$ cat src/rtl/pipe_ctrl_pkg.sv
// Shared types and constants for the pipeline hazard controller.
package pipe_ctrl_pkg;

    // Mult/div sequencing states.
    typedef enum logic {
        RUN     = 1'b0,
        MD_WAIT = 1'b1
    } md_state_t;

    // Default register-address width of the MIPS register file.
    localparam int REG_AW_DEF = 5;

    // $zero never carries a real dependency.
    localparam int ZERO_REG = 0;

endpackage : pipe_ctrl_pkg

$ cat src/rtl/sat_counter.sv
// Saturating up-counter with synchronous clear; holds at all-ones.
module sat_counter #(
    parameter int W = 16
) (
    input  logic         clk,
    input  logic         reset,
    input  logic         en,
    input  logic         clear,
    output logic [W-1:0] count
);

    // Count enabled cycles, sticking at the maximum value instead of wrapping.
    // NOTE: sequential state uses non-blocking assignments so every flop samples pre-edge values.
    always_ff @(posedge clk or posedge reset) begin
        if (reset) begin
            count <= '0;
        end else if (clear) begin
            count <= '0;
        end else if (en && (count != '1)) begin
            count <= count + 1'b1;
        end
    end

endmodule : sat_counter

$ cat src/rtl/pipe_hazard_ctrl.sv
// Hazard and sequencing controller for the 5-stage pipeline: load-use
// interlock, taken-branch flush, mult/div HI/LO interlock and a stall counter.
module pipe_hazard_ctrl
    import pipe_ctrl_pkg::*;
#(
    parameter int MD_LATENCY = 4,
    parameter int REG_AW     = REG_AW_DEF,
    parameter int PERF_W     = 16
) (
    input  logic              clk,
    input  logic              reset,
    input  logic [REG_AW-1:0] id_rs,
    input  logic [REG_AW-1:0] id_rt,
    input  logic              id_uses_rt,
    input  logic              id_is_md,
    input  logic              id_reads_hilo,
    input  logic              ex_mem_read,
    input  logic [REG_AW-1:0] ex_rt,
    input  logic              ex_branch_taken,
    output logic              pc_we,
    output logic              ifid_we,
    output logic              ifid_flush,
    output logic              idex_bubble,
    output logic              md_start,
    output logic              md_busy,
    output logic [PERF_W-1:0] stall_cycles
);

    localparam int CNT_W = $clog2(MD_LATENCY + 1);

    md_state_t        state, state_next;
    logic [CNT_W-1:0] md_cnt, md_cnt_next;
    logic             load_use;
    logic             md_hz;

    // Hazard detection: a load writing a register the ID instruction reads,
    // or any HI/LO access while the mult/div unit is still working.
    always_comb begin
        load_use = ex_mem_read
                 && (ex_rt != REG_AW'(ZERO_REG))
                 && ((ex_rt == id_rs) || (id_uses_rt && (ex_rt == id_rt)));
        md_hz    = (state == MD_WAIT) && (id_reads_hilo || id_is_md);
    end

    // Pipeline control: branch redirect beats stalls, stalls beat normal flow;
    // reset forces the free-running defaults.
    // NOTE: every output gets a default first so no path through the block infers a latch.
    always_comb begin
        pc_we       = 1'b1;
        ifid_we     = 1'b1;
        ifid_flush  = 1'b0;
        idex_bubble = 1'b0;
        md_start    = 1'b0;
        if (!reset) begin
            if (ex_branch_taken) begin
                ifid_flush  = 1'b1;
                idex_bubble = 1'b1;
            end else if (load_use || md_hz) begin
                pc_we       = 1'b0;
                ifid_we     = 1'b0;
                idex_bubble = 1'b1;
            end else begin
                md_start    = id_is_md && (state == RUN);
            end
        end
    end

    assign md_busy = (state == MD_WAIT);

    // Mult/div sequencer next state: count down the unit latency after a launch.
    always_comb begin
        state_next  = state;
        md_cnt_next = md_cnt;
        case (state)
            RUN: begin
                if (md_start) begin
                    state_next  = MD_WAIT;
                    md_cnt_next = CNT_W'(MD_LATENCY);
                end
            end
            MD_WAIT: begin
                if (md_cnt <= CNT_W'(1)) begin
                    state_next  = RUN;
                    md_cnt_next = '0;
                end else begin
                    md_cnt_next = md_cnt - 1'b1;
                end
            end
            default: begin
                state_next  = RUN;
                md_cnt_next = '0;
            end
        endcase
    end

    // Sequencer state register; reset aborts any wait in flight.
    always_ff @(posedge clk or posedge reset) begin
        if (reset) begin
            state  <= RUN;
            md_cnt <= '0;
        end else begin
            state  <= state_next;
            md_cnt <= md_cnt_next;
        end
    end

    sat_counter #(
        .W(PERF_W)
    ) u_stall_counter (
        .clk   (clk),
        .reset (reset),
        .en    (!pc_we),
        .clear (1'b0),
        .count (stall_cycles)
    );

endmodule : pipe_hazard_ctrl

$ cat config.mk
export PLATFORM = sky130hd
export DESIGN_NAME = pipe_hazard_ctrl
export DESIGN_NICKNAME = d
export VERILOG_FILES = /design/src/rtl/pipe_ctrl_pkg.sv /design/src/rtl/sat_counter.sv /design/src/rtl/pipe_hazard_ctrl.sv
export SDC_FILE = /design/constraint.sdc
export NUM_CORES = 1
export LEC_CHECK = 0
export ABC_AREA = 1
export CAP_MARGIN = 0
export CORE_MARGIN = 5
export CORE_UTILIZATION = 42
export CTS_CLUSTER_SIZE = 40
export DETAILED_ROUTE_END_ITERATION = 7
export GPL_TIMING_DRIVEN = 0
export PLACE_DENSITY = 0.8
export SLEW_MARGIN = 20
export SYNTH_ARGS = -nofsm -noshare
export SYNTH_HDL_FRONTEND = slang
export SYNTH_SLANG_ARGS = --single-unit
$ cat constraint.sdc
create_clock -name clk -period 2.8 [get_ports clk]
set_input_delay 0.28 -clock clk [delete_from_list [all_inputs] [get_ports clk]]
set_output_delay 0.28 -clock clk [all_outputs]
set_load 0.01 [all_outputs]
==> impl_table.tex <==
\begin{tabular}{lr}
\hline
Metric & Value \\
\hline
\multicolumn{2}{l}{\textbf{Critical path}} \\
Critical path's slowest cell & sky130\_fd\_sc\_hd\_\_clkdlybuf4s50\_1 \\
Peak per-stage delay on the critical path & 0.55 ns \\
Type of element launching the critical path & input pin \\
Largest fanout on the critical path & 22 \\
Data arrival time at the worst-slack endpoint & 2.29 ns \\
Critical path endpoint category & primary output \\
Series of cell instances along the critical path & clkdlybuf4s50\_1 -> clkinvlp\_4 -> nand3\_1 -> inv\_1 -> nand4\_1 -> inv\_1 -> clkdlybuf4s50\_1 \\
Top Family by Delay on Critical Path & buffers and inverters \\
Required time at the endpoint of the critical path & 2.52 ns \\
Worst Path Buf+Inv & 5 \\
Critical Setup Path Class & input pin to primary output \\
\multicolumn{2}{l}{\textbf{STA}} \\
Total of endpoints with negative setup slack in the final report & 0 \\
Clock period minus worst slack & 2.57 ns \\
Highest clock rate & 390 MHz \\
Worst slew margin relative to its limit & 68.6\% \\
Final hold violation count & 0 \\
Worst-case hold slack & 0.385 ns \\
Fin. max-slew vios & 0 \\
Worst slew pin tran & 0.471 ns \\
Share of the cycle needed by the critical path after routing & 91.6\% \\
Worst setup skew after layout & 0.00536 ns \\
Worst setup slack after layout & 0.235 ns \\
\multicolumn{2}{l}{\textbf{Logic synthesis}} \\
Cells after synthesis & 209 \\
Area leader, netlist & sky130\_fd\_sc\_hd\_\_dfrtp\_1 \\
Net count after synthesis & 234 \\
Post-synth EDFFs & 0 \\
Mean cell area of the mapped netlist & 7.21 µm² \\
Total of flip-flops plus latches after synthesis & 20 \\
Primary FF master, synth & sky130\_fd\_sc\_hd\_\_dfrtp\_1 \\
Async set-reset flop share out of synthesis & 100\% \\
Most common library cells after synthesis & sky130\_fd\_sc\_hd\_\_nand2\_1, sky130\_fd\_sc\_hd\_\_inv\_1, sky130\_fd\_sc\_hd\_\_dfrtp\_1 \\
Area fraction of the dominant cell type after synthesis & 33.2\% \\
Register area share after synthesis & 33.2\% \\
Most used standard cell by instance count after synthesis & sky130\_fd\_sc\_hd\_\_nand2\_1 \\
Mapped Area & 1510 µm² \\
Warnings, synthesis & 0 \\
Number of distinct standard cells referenced by the synthesized netlist & 27 \\
Top post-synthesis cells by area & sky130\_fd\_sc\_hd\_\_dfrtp\_1, sky130\_fd\_sc\_hd\_\_nand2\_1, sky130\_fd\_sc\_hd\_\_inv\_1 \\
\multicolumn{2}{l}{\textbf{Cells and area}} \\
Layout overhead on the synthesized area & 35.0\% \\
Share of cells above drive strength 1 & 13.7\% \\
Number of nets in the layout & 282 \\
Ant. Diodes & 0 \\
Number of fill cells & 330 \\
\multicolumn{2}{l}{\textbf{Floorplanning}} \\
Core outline area & 3420 µm² \\
Starting density of the core & 44.1\% \\
Die ar. & 4890 µm² \\
Die Wd & 69.9 µm \\
Die outline height & 69.9 µm \\
Top-level port count & 44 \\
Number of rows in the core area & 21 \\
\multicolumn{2}{l}{\textbf{Route}} \\
Wire length per cell & 10.8 µm \\
Routed WL & 3250 µm \\
Drt initial violations & 77 \\
Number of vias in the routed layout & 1,404 \\
Length of the first detailed-routing pass in iterations & 4 \\
Vias per cell & 4.65 \\
Residual antenna-violating net count after detailed routing & 0 \\
DRC violation count after routing & 0 \\
\multicolumn{2}{l}{\textbf{GRT}} \\
Remaining global-route overflow & 0 \\
Global-route wire length before repair & 5720 µm \\
Total Routing Usage GR & 14.1\% \\
Initial antenna violation count & 0 \\
Maximum number of pins on one net before global-route repair & 23 \\
Via count of the first global-routing pass & 1,313 \\
\multicolumn{2}{l}{\textbf{CTS}} \\
CTS tree & yes \\
Clock Sink Count & 20 \\
Max clock buf depth & 2 \\
Skew-Pair Late Insertion Delay & 0.31 ns \\
Number of instances resized during post-cts repair & 0 \\
Hold bufs inserted after CTS & 0 \\
Clock root cell & sky130\_fd\_sc\_hd\_\_clkbuf\_4 \\
H-tree level count & 1 \\
CTS buffer count & 3 \\
Clock transition time at the flip-flop clock pins of the worst setup and hold paths & 0.11 ns \\
Post-CTS setup repair buffer count & 0 \\
\multicolumn{2}{l}{\textbf{Outcome}} \\
Run status & completed \\
\multicolumn{2}{l}{\textbf{Placed design}} \\
Gp weighted congestion & 0.861 \\
Count of buffers inserted at the top-level ports & 43 \\
Dpl ws & 0.0380 ns \\
Post-detail-place hpwl & 2660 µm \\
\multicolumn{2}{l}{\textbf{Min path}} \\
Hold/Removal Path Class & input pin to async pin \\
\multicolumn{2}{l}{\textbf{Power}} \\
Static power due to leakage & 0.936 nW \\
Power after layout & 0.954 mW \\
Largest voltage drop on the vdd net & 409 µV \\
Power density relative to cell area & 469 nW/µm² \\
\multicolumn{2}{l}{\textbf{Run}} \\
MaxCap Viol Count & 0 \\
\hline
\end{tabular}
path summary, 6_finish.rpt:
check	end	depth (start not counted)	from	slack, ns
worst max-delay path	md_start	7	reset	0.23
worst min-delay path	u_stall_counter.count[14]	2	reset	0.39
worst max register to register	u_stall_counter.count[4]	11	u_stall_counter.count[0]	0.98
worst min register to register	md_cnt[1]	2	md_cnt[1]	0.55
max in group asynchronous	u_stall_counter.count[5]	2	reset	2.13
min in group clk	md_cnt[1]	2	md_cnt[1]	0.55
flip-flops by register name, summed over array words and instances (netlist names):
register               flops
u_stall_counter.count     16
md_busy                    1
md_cnt                     3
cell families (layout without fill, tap and decap cells):
group           after synthesis  in the layout  synth area share (%)
simple gates                107            107                  33.5
xor+xnor                     15             15                  8.71
fa+ha+maj                     3              3                  2.49
buf+inv                      43             90                  12.6
flops                        20             20                  33.2
compound gates               21             21                  9.46
per-stage QoR:
stage / cell area, µm² / TNS, ns / std cells / util [%]
2_1_floorplan: 1510 / 0 / 209 / -
3_3_place_gp: 2000 / 0 / 298 / 58.4
3_5_place_dp: 2000 / 0 / 298 / 58.4
4_1_cts: 2030 / 0 / 302 / 59.5
5_1_grt: 2040 / -0.000785 / 302 / 59.6
6_report: 2040 / 0 / 302 / 59.6
worst register-to-register path: cells and delay by family, from the launching register on:
kind | cells | cell delay (ns)
adder cells (fa/ha/maj) | 1 | 0.25
buffers and inverters | 2 | 0.30
flip-flops | 1 | 0.44
AO/OA/AOI/OAI | 1 | 0.06
AND/OR/NAND/NOR | 7 | 0.71
routing by layer:
metal / GRT usage, % / share of wire (%) / vias up
li1: - / - / 735
met1: 16.7 / 43 / 640
met2: 25.3 / 52 / 22
met3: 3.16 / 3.0 / 7
met4: 4.26 / 1.8 / 0
met5: 0 / 0 / -
placed cells by master, fill, tap and decap left out, drive strengths merged:
cell type      Yosys  routed
buf                3       3
nand3             14      14
o21ai             20      20
clkinvlp           0       1
xor2               7       7
nor3               3       3
nand2             66      66
nand4              3       3
clkdlybuf4s50      0      43
inv               39      38
a21oi              1       1
dfrtp             20      20
nor4               2       2
ha                 3       3
clkbuf             1       5
xnor2              8       8
nor2              19      19
final cells by class:
cell class,count,area (µm²),share of cell area (%)
repair buffers,43,430,21.1
inverters,39,150,7.38
flip-flops and latches,20,500,24.6
clock buffers,4,36.3,1.78
multi-input cells,146,817,40.1
well taps,46,57.6,2.83
plain buffers,4,43.8,2.15
report_power, final:
group,switching (mW),internal (mW),leakage (nW)
Clock,0.0907,0.0794,0.0210
Combinational,0.198,0.192,0.644
Sequential,0.0561,0.337,0.270
No activity file was read; power rests on OpenSTA's default activity.
